## src/rtl/fourstate_word_rx.sv

```systemverilog
// Reassembles a framed stream of 2-bit encoded 4-state symbols into one
// word with value, unknown and high-z planes, MSB-first.
module fourstate_word_rx #(
  parameter int WORD_BITS = 12,
  localparam int CW = $clog2(WORD_BITS + 1)
) (
  input  logic                 clk,
  input  logic                 rst_n,
  input  logic                 sym_valid,
  output logic                 sym_ready,
  input  logic [1:0]           sym,
  input  logic                 sym_last,
  output logic                 word_valid,
  input  logic                 word_ready,
  output logic [WORD_BITS-1:0] word_val,
  output logic [WORD_BITS-1:0] word_unk,
  output logic [WORD_BITS-1:0] word_hiz,
  output logic [CW-1:0]        unk_cnt,
  output logic                 len_err,
  output logic [7:0]           frame_cnt
);

  typedef enum logic [1:0] {
    COLLECT,
    SKIP,
    HOLD
  } state_t;

  state_t               state;
  logic [CW-1:0]        idx;
  logic                 acc;
  logic                 full;
  int                   pos;
  logic [WORD_BITS-1:0] nval;
  logic [WORD_BITS-1:0] nunk;
  logic [WORD_BITS-1:0] nhiz;

  function automatic logic [CW-1:0] popc(
    input logic [WORD_BITS-1:0] v
  );
    logic [CW-1:0] c;
    c = '0;
    for (int i = 0; i < WORD_BITS; i++)
      c = c + CW'(v[i]);
    return c;
  endfunction

  assign acc  = sym_valid & sym_ready;
  assign full = (idx == CW'(WORD_BITS - 1));

  // Bits below the current slot become z when the frame ends early.
  always_comb begin
    pos  = WORD_BITS - 1 - int'(idx);
    nval = word_val;
    nunk = word_unk;
    nhiz = word_hiz;
    for (int i = 0; i < WORD_BITS; i++) begin
      if (i == pos) begin
        nval[i] = (sym == 2'b01);
        nunk[i] = sym[1];
        nhiz[i] = (sym == 2'b11);
      end else if (i < pos && sym_last) begin
        nval[i] = 1'b0;
        nunk[i] = 1'b1;
        nhiz[i] = 1'b1;
      end
    end
  end

  always_ff @(posedge clk) begin
    if (!rst_n) begin
      state      <= COLLECT;
      idx        <= '0;
      sym_ready  <= 1'b0;
      word_valid <= 1'b0;
      word_val   <= '0;
      word_unk   <= '0;
      word_hiz   <= '0;
      unk_cnt    <= '0;
      len_err    <= 1'b0;
      frame_cnt  <= 8'd0;
    end else begin
      unique case (state)
        COLLECT: begin
          sym_ready <= 1'b1;
          if (acc) begin
            word_val <= nval;
            word_unk <= nunk;
            word_hiz <= nhiz;
            unk_cnt  <= popc(nunk);
            if (sym_last) begin
              state      <= HOLD;
              idx        <= '0;
              sym_ready  <= 1'b0;
              word_valid <= 1'b1;
              len_err    <= ~full;
            end else if (full) begin
              state   <= SKIP;
              idx     <= '0;
              len_err <= 1'b1;
            end else begin
              idx <= idx + CW'(1);
            end
          end
        end
        SKIP: begin
          sym_ready <= 1'b1;
          if (acc && sym_last) begin
            state      <= HOLD;
            sym_ready  <= 1'b0;
            word_valid <= 1'b1;
          end
        end
        HOLD: begin
          sym_ready <= 1'b0;
          if (word_ready) begin
            state      <= COLLECT;
            idx        <= '0;
            sym_ready  <= 1'b1;
            word_valid <= 1'b0;
            frame_cnt  <= frame_cnt + 8'd1;
          end
        end
        default: begin
          state     <= COLLECT;
          idx       <= '0;
          sym_ready <= 1'b1;
        end
      endcase
    end
  end

endmodule

```

## config.mk

```make
export PLATFORM = sky130hd
export DESIGN_NAME = fourstate_word_rx
export DESIGN_NICKNAME = d
export VERILOG_FILES = /design/src/rtl/fourstate_word_rx.sv
export SDC_FILE = /design/constraint.sdc
export NUM_CORES = 1
export LEC_CHECK = 0
export ABC_AREA = 1
export BUFFER_PORTS_ARGS = -buffer_cell sky130_fd_sc_hd__buf_2
export CORE_UTILIZATION = 56
export CTS_CLUSTER_DIAMETER = 50
export DETAILED_ROUTE_END_ITERATION = 8
export HOLD_SLACK_MARGIN = 0.06
export PLACE_DENSITY_LB_ADDON = 0.08
export SLEW_MARGIN = 15
export SYNTH_ARGS = -nofsm -noshare
export SYNTH_HDL_FRONTEND = slang
export SYNTH_SLANG_ARGS = --single-unit
export TNS_END_PERCENT = 20
```

## constraint.sdc

```tcl
create_clock -name clk -period 6.14 [get_ports clk]
set_input_delay 0.614 -clock clk [delete_from_list [all_inputs] [get_ports clk]]
set_output_delay 0.614 -clock clk [all_outputs]
set_load 0.02 [all_outputs]
```

# After elaboration in Yosys (flattened, before gate mapping)
# Index checks and enable logic that the tools add are counted.
[word_totals]
register_bits = 57
inputBits = 7
output_inout_bits = 51
word_cells = 224
[op_classes]
add_sub_neg = 14
magnitude_cmp = 12
eq_ne = 21
muxes = 95
n_bitwise = 3
n_reduce_logical = 47
[op_table]
columns = ["op", "count"]
rows = [
  ["two-way mux 1 bit", 82],
  ["AND reduction 3 bit", 14],
  ["adder 4 x 1 -> 4 bit", 8],
  ["logical NOT 32 bit", 1],
  ["nonzero test 2 bit", 13],
  ["equality test 4 x 5 -> 1 bit, first input constant", 4],
  ["equality test 5 bit, first input constant", 4],
  ["less-than comparator 4 x 5 -> 1 bit, first input constant", 4],
  ["less-than comparator 5 bit, first input constant", 4],
  ["two-way mux 4 bit", 4],
  ["logical AND 1 bit", 13],
  ["one-hot mux 4 bit (3 select lines)", 1],
  ["equality test 3 x 5 -> 1 bit, first input constant", 2],
  ["less-than comparator 3 x 5 -> 1 bit, first input constant", 2],
  ["two-way mux 2 bit", 5],
  ["adder 8 x 1 -> 8 bit, second input constant", 1],
  ["!= test 2 bit, second input constant", 4],
  ["one-hot mux 1 bit (3 select lines)", 2],
  ["one-hot mux 2 bit (3 select lines)", 1],
  ["equality test 2 x 5 -> 1 bit, first input constant", 1],
  ["less-than comparator 1 x 5 -> 1 bit, first input constant", 1],
  ["less-than comparator 2 x 5 -> 1 bit, first input constant", 1],
  ["AND reduction 5 bit", 1],
  ["subtractor 4 x 4 -> 5 bit, first input constant", 1],
  ["other kinds (14)", 18],
]

# Depth between registers and ports, before layout
# Gate-level depths: netlist of the first run.
[logic_depth]
depth_word = 16
mapped_depth = 23
ltp_nobuf = 22

# Worst setup path after synthesis of the first run
# OpenSTA, ideal clock, no wires.
[synth_path]
kind = "register -> register"
from = "register idx[2]"
to = "register unk_cnt[2]"
arrival_time_ns = 4.714
slack_ns = 1.356
stages_incl_launch_ff = 24
path_buffers = 1
path_cell_list = "dfxtp_1 > buf_4 > inv_2 > ha_1 > nand2_1 > inv_1 > ha_1 > xor2_1 > nand2_1 > nand3_1 > nand2_1 > o21ai_0 > fa_1 > inv_1 > fa_1 > fa_1 > inv_1 > fa_1 > inv_1 > ha_1 > inv_1 > fa_1 > xor2_1 > a21oi_1"
[synth_via]
elab_chain_len = 16
[synth_lines]
columns = ["element", "line", "text"]
rows = [
  ["from (decl)", "30", "logic [CW-1:0] idx;"],
  ["from (signal assigned)", "102", "idx <= idx + CW'(1);"],
  ["subtractor 4 x 4 -> 5 bit (*)", "53", "pos = WORD_BITS - 1 - int'(idx);"],
  ["less-than comparator 1 x 5 -> 1 bit / less-than comparator 2 x 5 -> 1 bit (equally long branches)", "62", "end else if (i < pos && sym_last) begin"],
  ["logical AND 1 bit", "62", ""],
  ["two-way mux 1 bit", "62", ""],
  ["two-way mux 1 bit", "58", "if (i == pos) begin"],
  ["adder 1 x 1 -> 2 bit", "44", "c = c + CW'(v[i]);"],
  ["adder 2 x 1 -> 3 bit", "44", ""],
  ["adder 3 x 1 -> 4 bit", "44", ""],
  ["adder 4 x 1 -> 4 bit (7 in series)", "44", ""],
  ["adder 4 x 1 -> 4 bit (*)", "44", ""],
  ["to (signal assigned)", "90", "unk_cnt <= popc(nunk);"],
  ["to (decl)", "18", "output logic [CW-1:0] unk_cnt,"],
]
# Every way passes the cells marked *; elsewhere a longest branch is shown, timed or not.
# A chain may end at the register's enable or synchronous reset.

# Worst setup path in the final report of the first run
# Ends and elaborated chain as after synthesis.

==> flow_metrics.tcl, run 1 <==
set metrics [dict create \
    drt_iter0_markers 202 \
    fp.dieW_um 78.1 \
    fill_cells 504 \
    top_usage_layer "met2" \
    hold_viol_final 0 \
    die_area_mm2 0.00610 \
    synthArstFlopShare_pct 0 \
    overflow 0 \
    yosysMostFrequentCell "nand2_1" \
    grt_usage_pct 28.2 \
    route.detailed.drc 0 \
    netlist_area_mm2 0.00324 \
    cts.clk_slew.worst_paths_ns 0.07 \
    critical_path_required_ns 6.35 \
    drive_gt1_share_pct 17.6 \
    met2_usage_pct 46.5 \
    synth.distinct_cells 35 \
    post-route-util_pct 66.6 \
    slew_viol_final 0 \
    synth_top_family_by_area "simple AND/OR/NAND/NOR gates" \
    crit_slowest_cell "dfxtp_1" \
    worstSetupStartpointType "flop" \
    dr_total_vias 3099 \
    cp_max_fo 13 \
    cp_top_family "adder cells" \
    antenna_left 0 \
    outcome "complete, no violations" \
    grt_pass1_wl_mm 13.5 \
    ys_ff_latch 57 \
    min_period_ns 5.49 \
    antenna_cells 0 \
    grt_util_met3_pct 5.47 \
    io_buffers 57 \
    setup-tns-final_ns 0 \
    peakVddDrop_mv 0.231 \
    power.static_leakage_nw 1.74 \
    clock_sinks 57 \
    switching_share_pct 33.2 \
    drv_cap 0 \
    cp_cell_sequence "ha_1, inv_1, ha_1, xnor2_1, nand2_1, nand3_1, nand2_1, o21ai_0, fa_1, inv_1, fa_1, fa_1, inv_1, fa_1, inv_1, ha_1, inv_1, fa_1, xor2_1, a21oi_1" \
    r2r_cells 20 \
    hpwl_mm 5.69 \
    initial_core_util_pct 58.6 \
    p_sw_w 0.000336 \
    cts_tree "yes" \
    root_buffer "clkbuf_8" \
    combPwrFrac_pct 27.3 \
    areaGrowthSynthToFinish_pct 13.7 \
    coreArea_mm2 0.00554 \
    synth_compound_area_share_pct 17.0 \
    synthCells 457 \
    wl_per_cell_um 13.3 \
    synth_area_leaders "dfxtp_1 35%, nand2_1 11%, a21oi_1 8.2%" \
    htree_levels 3 \
    critPathBufInv 5 \
    cts_buffer_depth 2 \
    nets 537 \
    r2r-start "idx[2]" \
    max-slew-margin-rel_pct 31.2 \
    io_pins 58 \
    fin_skew_ns 0.00699 \
    yosysTopAreaCell "dfxtp_1" \
    startpoint "idx[2]" \
    finalCritPeriodShare_pct 89.4 \
    synth_fa_ha_area_share_pct 10.1 \
    whs_ns 0.448 \
    synthTopCellsByCount "98 x nand2_1, 67 x inv_1, 57 x dfxtp_1, 53 x a21oi_1" \
    hold_class "flop to flop" \
    cts.repair.resized 0 \
    holdBufCountCts 0 \
    syn_area_per_cell_um2 7.10 \
    ys.warnings.count 0 \
    worstMarginPinSlew_ns 1.03 \
    path_class "flop to flop" \
    die_y_um 78.1 \
    setup_violations 0 \
    cp_num_cells 20 \
    r2r_setup_slack_ns 0.65 \
    synth-xor-area-share_pct 1.35 \
    critPathArrivalTime_ns 5.70 \
    antenna_found_initial 0 \
    yosys.area_share.simple_pct 24.6 \
    worst_path_largest_cell_delay_ns 0.60 \
    viasPerCell 5.31 \
    cp-end-kind "flop" \
    rsz0062_at_grt "false" \
    clock_latency_ns 0.35 \
    rows 27 \
    crit_end "unk_cnt[2]" \
    ys_seq_area_share_pct 35.2 \
    wirelength_mm 7.80 \
    synth_edf_count 0 \
    grt_use_met1_pct 36.5 \
    synthFlopType "dfxtp_1" \
    r2r_end "unk_cnt[2]" \
    max_freq_mhz 182 \
    dr.pass1.iters 4 \
    pwr-share-seq_pct 39.8 \
    grt_max_degree 34 \
    cts_setup_buffers 0 \
    synth_nets 486 \
    cts_buffers 9 \
    internal_power_w 0.000675 \
    clkPwrFrac_pct 32.9 \
    synth.top_cell.area_share_pct 35.2 \
    synthMuxAreaShare_pct 0 \
    p_per_area_mw_per_mm2 274 \
    grt_pass1_vias 2918 \
    finalWeightedCongestion 0.947 \
]
-- worst min path at each step --
stage          depth (start not counted)    startpoint           end
3_5_place_dp                           2   word_hiz[0]   word_hiz[0]
5_1_grt                                2  word_val[10]  word_val[10]
4_1_cts                                2   word_hiz[0]   word_hiz[0]
3_3_place_gp                           2   word_hiz[8]   word_hiz[8]
2_1_floorplan                          2   word_hiz[0]   word_hiz[0]
6_report                               2   word_hiz[0]   word_hiz[0]
-- power groups by stage --
stage	combinational [W]	clock (W)	sequential [W]
5_1_grt	0.000324	0.000351	0.000405
4_1_cts	0.000276	0.000333	0.000402
3_5_place_dp	0.000274	0	0.000410
3_3_place_gp	0.000261	0	0.000410
6_report	0.000276	0.000333	0.000402
2_1_floorplan	0.000191	0	0.000429
-- cells by family after synthesis --
group	count (synthesis)
AO/OA/AOI/OAI	102
XOR/XNOR	5
adder cells (fa/ha/maj)	22
buffers and inverters	90
flip-flops	57
AND/OR/NAND/NOR	181
-- metal layers --
layer | vias up | wire (um) | part of all wire [%]
met5 | - | 0 | 0
met4 | 0 | 87 | 1.1
met3 | 11 | 439 | 5.6
met2 | 97 | 3560 | 46
met1 | 1419 | 3700 | 47
li1 | 1572 | - | -
-- sequential cells by signal (all words and copies together) (netlist names), 2 cells and up --
signal,cells
state,2
frame_cnt,8
word_hiz,12
word_val,12
idx,4
word_unk,12
unk_cnt,4
-- worst register-to-register path, delay by kind of cell, from the launching register on --
kind	cells	cell delay, ns
adders and majority gates	8	3.25
AOI/OAI and AO/OA	2	0.40
xor gates and xnor gates	2	0.34
buffers and inverters	5	0.57
DFF	1	0.60
and+or+nand+nor	3	0.19
-- area by class of cell --
cell class / instances / area (um^2) / share of cell area (%)
Clock buffer: 11 / 131 / 3.56
Clock inverter: 4 / 45.0 / 1.22
Inverter: 73 / 274 / 7.43
Multi-Input combinational cell: 310 / 1720 / 46.7
Sequential cell: 57 / 1140 / 30.9
Tap cell: 72 / 90.1 / 2.44
Timing Repair Buffer: 57 / 285 / 7.74
-- cells in the final DEF (no fill, tap or decap), types with 7 or more instances in the layout --
cell	count
nand2_1	98
inv_1	67
dfxtp_1	57
buf_2	57
a21oi_1	53
o21ai_0	32
nor2_1	32
nor3_1	18
nand3_1	17
ha_1	15
clkbuf_8	9
fa_1	7
-- metrics by stage --
step / worst slack (ns) / area, um^2 / power (W) / instances
floorplan: 1.36 / 3240 / 0.000620 / 457
global placement: 0.859 / 3510 / 0.000671 / 569
detailed placement: 0.702 / 3510 / 0.000684 / 569
CTS: 0.700 / 3690 / 0.00101 / 584
global route: 0.239 / 3690 / 0.00108 / 584
finish: 0.649 / 3690 / 0.00101 / 584
Power figures use the tool's default switching activity.
==> run 2, diff against run 1 <==
--- a/config.mk
+++ b/config.mk
@@ -5,14 +5,14 @@
 export SDC_FILE = /design/constraint.sdc
 export NUM_CORES = 1
 export LEC_CHECK = 0
-export ABC_AREA = 1
+export ABC_AREA = 0
 export BUFFER_PORTS_ARGS = -buffer_cell sky130_fd_sc_hd__buf_2
 export CORE_UTILIZATION = 56
 export CTS_CLUSTER_DIAMETER = 50
 export DETAILED_ROUTE_END_ITERATION = 8
 export HOLD_SLACK_MARGIN = 0.06
 export PLACE_DENSITY_LB_ADDON = 0.08
-export SLEW_MARGIN = 15
+export SLEW_MARGIN = 5
 export SYNTH_ARGS = -nofsm -noshare
 export SYNTH_HDL_FRONTEND = slang
 export SYNTH_SLANG_ARGS = --single-unit
==> flow_metrics.tcl, run 2 <==
set metrics [dict create \
    outcome "complete, no violations" \
    worstMarginPinSlew_ns 0.850 \
    fill_cells 493 \
    overflow 0 \
    p_per_area_mw_per_mm2 261 \
    finalCritPeriodShare_pct 91.3 \
    drive_gt1_share_pct 23.7 \
    wirelength_mm 8.60 \
    synth_edf_count 0 \
    final_cell_mix "57 x buf_2, 56 x dfxtp_1, 31 x a21oi_1, 31 x nand2_1, 29 x nor2_1" \
    cts_setup_buffers 0 \
    ys_seq_area_share_pct 33.9 \
    htree_levels 3 \
    path_class "flop to flop" \
    wl_per_cell_um 16.9 \
    synth_compound_area_share_pct 22.2 \
    fin_skew_ns 0.00489 \
    dr.pass1.iters 5 \
    max-slew-margin-rel_pct 43.0 \
    yosys.area_share.simple_pct 23.2 \
    critPathArrivalTime_ns 5.85 \
    synthCells 387 \
    io_pins 58 \
    ys.warnings.count 0 \
    peakVddDrop_mv 0.181 \
    setup-tns-final_ns 0 \
    route.detailed.drc 0 \
    die_area_mm2 0.00633 \
    worstSetupStartpointType "flop" \
    cts_buffer_depth 2 \
    final_common_cell "buf_2" \
    finalWeightedCongestion 0.856 \
    synth_nets 416 \
    cts_buffers 9 \
    grt_max_degree 44 \
    synth.distinct_cells 65 \
    netlist_area_mm2 0.00337 \
    cts.repair.resized 0 \
    fp.dieW_um 79.6 \
    io_buffers 57 \
    clock_latency_ns 0.34 \
    synthArstFlopShare_pct 0 \
    synthFlopType "dfxtp_1" \
    antenna_found_initial 0 \
    reg_top3 "word_hiz (12), word_unk (12), word_val (12)" \
    viasPerCell 6.10 \
    cts.clk_slew.worst_paths_ns 0.07 \
    synth-xor-area-share_pct 3.27 \
    min_period_ns 5.60 \
    grt_pass1_wl_mm 13.7 \
    antenna_cells 0 \
    holdBufCountCts 0 \
    nets 463 \
    synth_top_family_by_area "simple AND/OR/NAND/NOR gates" \
    synth_fa_ha_area_share_pct 9.73 \
    synth.top_cell.area_share_pct 33.9 \
    grt_usage_pct 28.7 \
    synthTopCellsByCount "57 x dfxtp_1, 31 x a21oi_1, 31 x nand2_1, 29 x nor2_1, 19 x nand3_1" \
    grt_pass1_vias 2800 \
    hold_viol_final 0 \
    hpwl_mm 5.97 \
    areaGrowthSynthToFinish_pct 14.5 \
    cp_max_fo 19 \
    finalWorstSetupSlack_ns 0.536 \
    slew_viol_final 0 \
    max_freq_mhz 178 \
    whs_ns 0.460 \
    rows 27 \
    antenna_left 0 \
    coreArea_mm2 0.00564 \
    ys_ff_latch 57 \
    synthMuxAreaShare_pct 1.82 \
    rsz0062_at_grt "false" \
    drv_cap 0 \
    setup_violations 0 \
    power.static_leakage_nw 1.66 \
    yosysMostFrequentCell "dfxtp_1" \
    cts_tree "yes" \
    dr_total_vias 3110 \
    clock_sinks 57 \
    syn_area_per_cell_um2 8.70 \
    drt_iter0_markers 234 \
    place_ws_ns 0.357 \
    synth_area_leaders "dfxtp_1 34%, ha_1 5.6%, o221a_2 5.3%" \
    hold_class "flop to flop" \
    yosysTopAreaCell "dfxtp_1" \
    die_y_um 79.6 \
    root_buffer "clkbuf_8" \
    critical_path_required_ns 6.38 \
    initial_core_util_pct 59.7 \
    cp-end-kind "flop" \
]
==> run 2: changes by cell type in the layout (fill, tap and decap cells not counted), sizes merged, moves of 6 or more <==
cell,previous run,this run
nand2,101,33
inv,71,17
a21oi,53,31
o21ai,36,17
o221a,0,16
nor3,20,10
nor2,38,29
nand2b,0,7
and2,0,6
==> run 2: cell families after synthesis <==
family	count (synthesis)
compound gates	104
xor+xnor	11
fa+ha+maj	22
buf+inv	43
flops	57
mux	6
simple gates	144
==> run 2: critical path: stages, from the launching register on <==
cell     delay (ns)
dfxtp_2        0.50
inv_1          0.18
ha_1           0.33
and2_1         0.20
ha_1           0.28
xnor3_1        0.39
nor2_1         0.24
o31ai_1        0.14
fa_1           0.55
inv_1          0.06
fa_1           0.51
fa_1           0.52
inv_1          0.05
fa_1           0.47
inv_1          0.08
ha_1           0.17
inv_1          0.06
fa_1           0.37
xnor2_1        0.17
nand2_1        0.07
a21oi_1        0.19
==> run 2: area by class of cell <==
class / count / area (um^2) / share of cell area [%]
Sequential cell: 57 / 1140 / 29.6
Multi-Input combinational cell: 287 / 2030 / 52.6
Inverter: 18 / 67.6 / 1.75
Clock buffer: 13 / 179 / 4.64
Tap cell: 72 / 90.1 / 2.34
Clock inverter: 2 / 35.0 / 0.909
Timing Repair Buffer: 61 / 315 / 8.18
==> run 2: path summary, 6_finish.rpt <==
| kind | depth (start not counted) | from | slack, ns | endpoint |
|---|---|---|---|---|
| worst max-delay path | 20 | idx[2] | 0.54 | unk_cnt[2] |
| worst min-delay path | 2 | unk_cnt[0] | 0.46 | unk_cnt[0] |
| worst max register to register | 20 | idx[2] | 0.54 | unk_cnt[2] |
| worst min register to register | 2 | unk_cnt[0] | 0.46 | unk_cnt[0] |
==> run 2: per-layer routing <==
metal  GRT usage (%)  share of wire, %  wire (um)
met2            45.0                47       4010
met5               0                 0          0
met1            37.9                45       3870
met4            11.3               1.5        127
met3            6.74               6.9        591
==> run 2: per-stage QoR <==
stage,cell area (um^2),utilization (%),total power (W),cells
CTS,3850,68.3,0.00101,510
global route,3860,68.4,0.00106,510
floorplan,3370,-,0.000575,387
detailed placement,3640,64.5,0.000634,495
global placement,3640,64.5,0.000625,495
finish,3860,68.4,0.00100,510
==> run 2: report_power, final <==
group | leakage, nW | total [W] | switching [W] | internal (W)
Sequential | 0.464 | 0.000398 | 0.0000113 | 0.000386
Clock | 0.112 | 0.000377 | 0.000148 | 0.000229
Combinational | 1.08 | 0.000230 | 0.000136 | 0.0000935
Total | 1.66 | 0.00100 | 0.000296 | 0.000709
